--- src/rtl/mult_accum.sv ---
// Windowed signed accumulator for 2x2 multiplier products.
// Sums N_TERMS products with saturation, then holds the result for a handshake.
module mult_accum #(
    parameter int N_TERMS = 4,
    parameter int ACC_W   = 8
) (
    input  logic             clk,
    input  logic             rst_n,
    input  logic [3:0]       y,
    input  logic             in_valid,
    output logic             in_ready,
    output logic [ACC_W-1:0] acc_out,
    output logic             out_valid,
    input  logic             out_ready,
    output logic             sat
);

    typedef enum logic {ACC, HOLD} state_t;

    localparam logic [7:0] LAST = 8'(N_TERMS - 1);

    state_t           r_state;
    logic [ACC_W-1:0] r_sum;
    logic [7:0]       r_cnt;
    logic             r_flag;
    logic [ACC_W-1:0] r_acc_out;
    logic             r_sat;

    logic [ACC_W:0]   w_ext;
    logic [ACC_W:0]   w_full;
    logic             w_ovf;
    logic [ACC_W-1:0] w_sum;
    logic             w_flag;

    // One guard bit catches overflow; its sign picks the clamp direction.
    always_comb begin
        w_ext  = {{(ACC_W - 3){y[3]}}, y};
        w_full = {r_sum[ACC_W-1], r_sum} + w_ext;
        w_ovf  = w_full[ACC_W] ^ w_full[ACC_W-1];
        w_sum  = w_full[ACC_W-1:0];
        if (w_ovf) begin
            w_sum = w_full[ACC_W] ? {1'b1, {(ACC_W - 1){1'b0}}}
                                  : {1'b0, {(ACC_W - 1){1'b1}}};
        end
        w_flag = r_flag | w_ovf;
    end

    always_ff @(posedge clk or negedge rst_n) begin
        if (!rst_n) begin
            r_state   <= ACC;
            r_sum     <= '0;
            r_cnt     <= '0;
            r_flag    <= 1'b0;
            r_acc_out <= '0;
            r_sat     <= 1'b0;
        end else begin
            unique case (r_state)
                ACC: begin
                    if (in_valid) begin
                        if (r_cnt == LAST) begin
                            r_acc_out <= w_sum;
                            r_sat     <= w_flag;
                            r_state   <= HOLD;
                        end else begin
                            r_sum  <= w_sum;
                            r_cnt  <= r_cnt + 8'd1;
                            r_flag <= w_flag;
                        end
                    end
                end
                HOLD: begin
                    if (out_ready) begin
                        r_sum   <= '0;
                        r_cnt   <= '0;
                        r_flag  <= 1'b0;
                        r_state <= ACC;
                    end
                end
            endcase
        end
    end

    assign in_ready  = (r_state == ACC);
    assign out_valid = (r_state == HOLD);
    assign acc_out   = r_acc_out;
    assign sat       = r_sat;

endmodule

--- config.mk ---
export PLATFORM = sky130hd
export DESIGN_NAME = mult_accum
export DESIGN_NICKNAME = d
export VERILOG_FILES = /design/src/rtl/mult_accum.sv
export SDC_FILE = /design/constraint.sdc
export NUM_CORES = 1
export LEC_CHECK = 0
export ABC_AREA = 1
export BUFFER_PORTS_ARGS = -buffer_cell sky130_fd_sc_hd__clkbuf_2
export CELL_PAD_IN_SITES_DETAIL_PLACEMENT = 0
export CELL_PAD_IN_SITES_GLOBAL_PLACEMENT = 1
export CORE_MARGIN = 5
export CORE_UTILIZATION = 38
export CTS_BUF_LIST = sky130_fd_sc_hd__clkbuf_16
export DETAILED_ROUTE_END_ITERATION = 7
export PLACE_DENSITY_LB_ADDON = 0.08
export SETUP_SLACK_MARGIN = 0.4
export SKIP_CTS_REPAIR_TIMING = 1
export SYNTH_ARGS = -nofsm -noshare
export SYNTH_HDL_FRONTEND = slang
export SYNTH_SLANG_ARGS = --single-unit
--- constraint.sdc ---
create_clock -name clk -period 1.84 [get_ports clk]
set_clock_uncertainty 0.1 [all_clocks]
set_input_delay 0.368 -clock clk [delete_from_list [all_inputs] [get_ports clk]]
set_output_delay 0.368 -clock clk [all_outputs]
set_load 0.02 [all_outputs]
==> flow_summary.toml, run 1 <==
[outcome]
outcome = "finished, violations left"
failed_checks = "hold timing, setup timing"

[clock_network]
clkTransAtPathRegs_ps = 70
htree_num_levels = 1
cts_num_sinks = 27
worst_skew_pair.late_latency_ps = 260
clock-root-buffer = "clkbuf_16"
cts_tree = "yes"
numCtsBuffers = 3
ctsLongestPathBuffers = 2

[logic_synthesis]
async_flop_share = 1.000
post-synth-top-area-cell = "dfrtp_1"
syn-instance-count = 222
postSynthRegisterBits = 27
yosys-top-cells-count = "93 x nand2_1, 27 x dfrtp_1, 25 x inv_1"
netlist_area_um2 = 1673
seq_area_frac_synth = 0.4039
synth_top_flop_cell = "dfrtp_1"
syn-num-nets = 240
synth.lib_cells_used.distinct = 27
synth-warning-count = 0
synth_largest_type_area_fraction = 0.4039
postSynthAreaPerCell_um2 = 7.535
synth_most_common_cell = "nand2_1"
synth-edff-count = 0
cells_taking_the_most_area_after_synthesis = "dfrtp_1 40%, nand2_1 21%, ha_1 6.7%, inv_1 5.6%, nand3_1 3.3%"

[power]
power.switching_mw = 2.002
p_total_mw = 4.366
cell_internal_pwr_mw = 2.364
peakVddDrop_mv = 0.7476
p_per_area_nw_per_um2 = 1850
p_leak_nw = 1.266
power_switching_share = 0.4585
share_comb_of_total_power = 0.635
power_frac_seq = 0.248
power.share.clock = 0.117

[timing]
slew_violations = 0
timing.final.crit_share = 1.077
rsz0062_at_grt = "yes"
max-slew-margin-rel = 0.7588
final.setup.worst_slack_ps = -142.0
setup-violations-final = 18
worst-slew-pin-transition_ps = 361.8
layout_min_cycle_time_ps = 1982
fmax_mhz = 504.5
totalNegativeSetupSlack_ps = -2110
hold_vio_cnt_final = 2
fin_hold_ws_ps = -3.539

[critical_path]
timing.critical_path.arrival_ps = 2040
r2r.worst_path.cells = 15
cp-end-kind = "flip-flop"
crit_required_ps = 1900
reg2reg_slack_ps = -140
worstSetupPathType = "reg2reg"
worst-path-max-fanout = 8
cp-start-kind = "flip-flop"
timing.rr.start = "r_sum[0]"
critical_path.reg2reg.endpoint = "r_sum[3]"

[global_route]
gr-usage-all-layers = 0.1459
gr-total-overflow = 0
vias_in_the_first_global_route = 1502
largest_net_degree_at_the_start_of_global_routing = 28
initial_antenna_violation_count = 0
grt_first_pass_wirelength_um = 7017

[floorplanning]
die_height_um = 76.35
die_width_um = 76.35
coreArea_um2 = 4324
fp-row-count = 24
io_pins = 19
initial_utilization = 0.3869
die-area_um2 = 5829

[routing]
detail_route.first_pass.iterations = 4
detail_route.drc_violations = 0
avgRoutedWirePerCell_um = 13.08
initialDrtViolationCount = 59
num_vias = 1515
viasPerCell = 4.676
routed_wl_um = 4237
antenna_left = 0

[placement]
placed_cells_incl_taps = 309
dp_hpwl_um = 3014
portBuffers = 18
place_ws_ps = -253.0
place_congestion = 0.7866

[finish]
synth_to_layout_area_growth_pct = 41.06
layout.area.seq_um2 = 679.4
fin_util = 0.5457
n_antenna_cell = 0
post_route_cells_drive_above_1_share = 0.3934
fin_cells = 324
final_nets = 291
fill_cells = 418
multiInputGateArea_um2 = 1051

[hold_path]
hold_path_class = "in2async"

[job]
max_cap_violations = 0
==> final cells by class <==
type / instances / share of cell area
Timing Repair inverter: 1 / 0.003181
Timing Repair Buffer: 46 / 0.1495
Clock inverter: 1 / 0.003712
Inverter: 28 / 0.05090
Multi-Input combinational cell: 166 / 0.4454
Sequential cell: 27 / 0.2879
Clock buffer: 3 / 0.03181
Tap cell: 52 / 0.02757
==> cells by family after synthesis <==
kind of cell,after synthesis,synth area share
simple gates,130,0.3411
flops,27,0.4039
fa+ha+maj,10,0.07928
xor+xnor,8,0.04189
compound gates,18,0.06657
buf+inv,29,0.06732
==> metal layers <==
metal	track usage	vias to the layer above	part of all wire
met1	0.2001	691	0.48
li1	-	803	-
met3	0.03191	2	0.032
met4	0.03497	0	0.0052
met2	0.2337	19	0.48
met5	0	-	0
==> worst max-delay path by stage <==
stage / from / end / cells after the start / slack (ps)
finish: r_sum[0] / r_sum[3] / 15 / -140
global route: r_sum[0] / r_sum[0] / 15 / -280
CTS: r_sum[0] / r_sum[2] / 15 / -170
detailed placement: y[0] / r_sum[2] / 16 / -250
global placement: y[0] / r_sum[2] / 16 / -240
floorplan: r_sum[0] / acc_out[1] / 15 / 30
==> stage by stage <==
stage,hold slack (ps),cell area (um^2)
CTS,3.206,2086
detailed placement,292.6,2002
finish,-3.539,2360
global route,18.97,2360
floorplan,-27.59,1707
global placement,298.5,2002
==> flip-flops by register name (all words and copies together), names as in the netlist <==
register	flops
r_cnt	8
r_sum	8
acc_out	8
sat	1
out_valid	1
r_flag	1
==> layout by cell type, fill, tap and decap left out, drive strengths merged <==
master and n:
a21oi 9, a22o 1, and3 1, buf 28, clkbuf 21, clkinvlp 1
dfrtp 27, fa 1, ha 9, inv 29, nand2 100, nand3 12
nand4 4, nor2 10, nor3 3, o21ai 7, o21bai 1, xnor2 3
xor2 5
==> power by group through the flow <==
stage	combinational, mW	clock [mW]	sequential [mW]
after floorplan	1.47	0	1.17
after global placement	2.36	0	1.08
after detailed placement	2.34	0	1.08
after CTS	2.35	0.534	1.07
after global routing	3.13	0.567	1.12
final	2.77	0.511	1.08
==> worst max-delay path: stages, from the launching register on <==
cell,delay (ps)
dfrtp_1,400
ha_4,160
inv_2,40
fa_2,360
inv_2,60
nand3_2,60
nand2_2,80
nand2_2,70
nand2_2,80
nand2_2,50
nand2_2,80
nand2_4,90
nand2_1,80
nand2_1,60
nand2_1,80
nand2_1,50
Power figures use the tool's default switching activity.
==> run 2, diff against run 1 <==
--- a/config.mk
+++ b/config.mk
@@ -10,10 +10,11 @@
 export CELL_PAD_IN_SITES_DETAIL_PLACEMENT = 0
 export CELL_PAD_IN_SITES_GLOBAL_PLACEMENT = 1
 export CORE_MARGIN = 5
-export CORE_UTILIZATION = 38
+export CORE_UTILIZATION = 42
 export CTS_BUF_LIST = sky130_fd_sc_hd__clkbuf_16
 export DETAILED_ROUTE_END_ITERATION = 7
 export PLACE_DENSITY_LB_ADDON = 0.08
+export REMOVE_ABC_BUFFERS = 1
 export SETUP_SLACK_MARGIN = 0.4
 export SKIP_CTS_REPAIR_TIMING = 1
 export SYNTH_ARGS = -nofsm -noshare
==> constraint.sdc (replaced) <==
create_clock -name clk -period 1.9 [get_ports clk]
set_clock_uncertainty 0.1 [all_clocks]
set_input_delay 0.38 -clock clk [delete_from_list [all_inputs] [get_ports clk]]
set_output_delay 0.38 -clock clk [all_outputs]
set_load 0.02 [all_outputs]
==> flow_summary.toml, run 2 (synthesized netlist as in run 1, its figures left out) <==
[timing]
rsz0062_at_grt = "yes"
layout_min_cycle_time_ps = 1978
max-slew-margin-rel = 0.5367
worst-slew-pin-transition_ps = 694.9
fmax_mhz = 505.5
setup-violations-final = 18
final.setup.worst_slack_ps = -78.27
hold_vio_cnt_final = 0
timing.final.crit_share = 1.041
slew_violations = 0
fin_hold_ws_ps = 53.96

[routing]
detail_route.first_pass.iterations = 4
viasPerCell = 4.846
detail_route.drc_violations = 0
routed_wl_um = 4273
antenna_left = 0
avgRoutedWirePerCell_um = 13.19
num_vias = 1570
initialDrtViolationCount = 93

[clock_network]
clock-root-buffer = "clkbuf_16"
ctsLongestPathBuffers = 2
numCtsBuffers = 3
htree_num_levels = 1
cts_tree = "yes"
worst_skew_pair.late_latency_ps = 260
cts_num_sinks = 27
clkTransAtPathRegs_ps = 70

[power]
p_total_mw = 4.269
p_per_area_nw_per_um2 = 1828
p_leak_nw = 1.266
peakVddDrop_mv = 0.8837

[global_route]
largest_net_degree_at_the_start_of_global_routing = 28
gr-usage-all-layers = 0.1594
gr-total-overflow = 0
initial_antenna_violation_count = 0
grt_first_pass_wirelength_um = 6699
vias_in_the_first_global_route = 1443

[placement]
portBuffers = 18
placed_cells_incl_taps = 305
placed_instance_area_um2 = 1951
dp_hpwl_um = 2986
place_congestion = 0.8069

[outcome]
outcome = "finished, violations left"
failed_checks = "setup timing"

[finish]
layout_commonest_cell = "nand2_1"
fin_util = 0.5922
final_nets = 293
synth_to_layout_area_growth_pct = 39.57
layout.cells.most_common_list = "79 x nand2_1, 27 x buf_4, 24 x dfrtp_1, 22 x inv_1"
n_antenna_cell = 0
post_route_cells_drive_above_1_share = 0.3832
final_design_area_no_fill_um2 = 2335
fin_cells = 324

[floorplanning]
fp-row-count = 23
initial_utilization = 0.4243
die_width_um = 73.11
io_pins = 19
coreArea_um2 = 3943
die_height_um = 73.11
die-area_um2 = 5345

[critical_path]
timing.rr.start = "r_sum[0]"
cp-startpoint = "r_sum[0]"
reg2reg_slack_ps = -80
cp-end-kind = "flip-flop"
critical_path.reg2reg.endpoint = "acc_out[6]"
r2r.worst_path.cells = 15
crit_required_ps = 1950
cp-start-kind = "flip-flop"
worstSetupPathType = "reg2reg"
timing.critical_path.arrival_ps = 2030
worst-path-max-fanout = 8

[job]
max_cap_violations = 0

[hold_path]
hold_path_class = "in2async"
[run 2: layout make-up]
cell class / count / area, um^2
Clock buffer: 3 / 75.07
Clock inverter: 1 / 5.005
Fill cell: 349 / 1608
Inverter: 28 / 122.6
Multi-Input combinational cell: 166 / 1015
Sequential cell: 27 / 679.4
Tap cell: 50 / 62.56
Timing Repair Buffer: 49 / 375.4
[run 2: worst max path at each step]
stage	to	depth (start not counted)	slack, ps
CTS	r_sum[2]	15	-190
global placement	r_sum[2]	16	-240
finish	acc_out[6]	15	-80
global route	acc_out[6]	15	-240
floorplan	acc_out[5]	15	-60
detailed placement	r_sum[2]	16	-290
[run 2: layer usage]
layer	up-vias	routed length, um	global-route usage
li1	802	-	-
met3	2	146	0.02204
met2	38	1962	0.2373
met4	0	22	0.03074
met5	-	0	0
met1	728	2142	0.2453
[run 2: power breakdown]
group          switching [mW]  total (mW)  internal (mW)
sequential              0.218        1.06          0.839
combinational            1.55        2.73           1.18
clock                   0.199       0.483          0.284
total                    1.97        4.27           2.30
[run 2: metrics by stage]
step	TNS, ps	setup slack [ps]
2_1_floorplan	-784.5	-57.99
3_3_place_gp	-3589	-241.6
3_5_place_dp	-4425	-288.3
4_1_cts	-2680	-192.0
5_1_grt	-3744	-241.8
6_report	-1031	-78.27
[run 2: worst max-delay path, stage by stage (launching register included)]
cell,delay (ps)
dfrtp_1,350
ha_2,190
inv_2,40
fa_2,360
inv_2,60
nand3_2,50
nand2_2,70
nand2_2,60
nand2_2,70
nand2_2,50
nand2_2,80
nand2_4,100
nand2_1,90
nand2_1,70
nand2_1,70
nand2_1,40
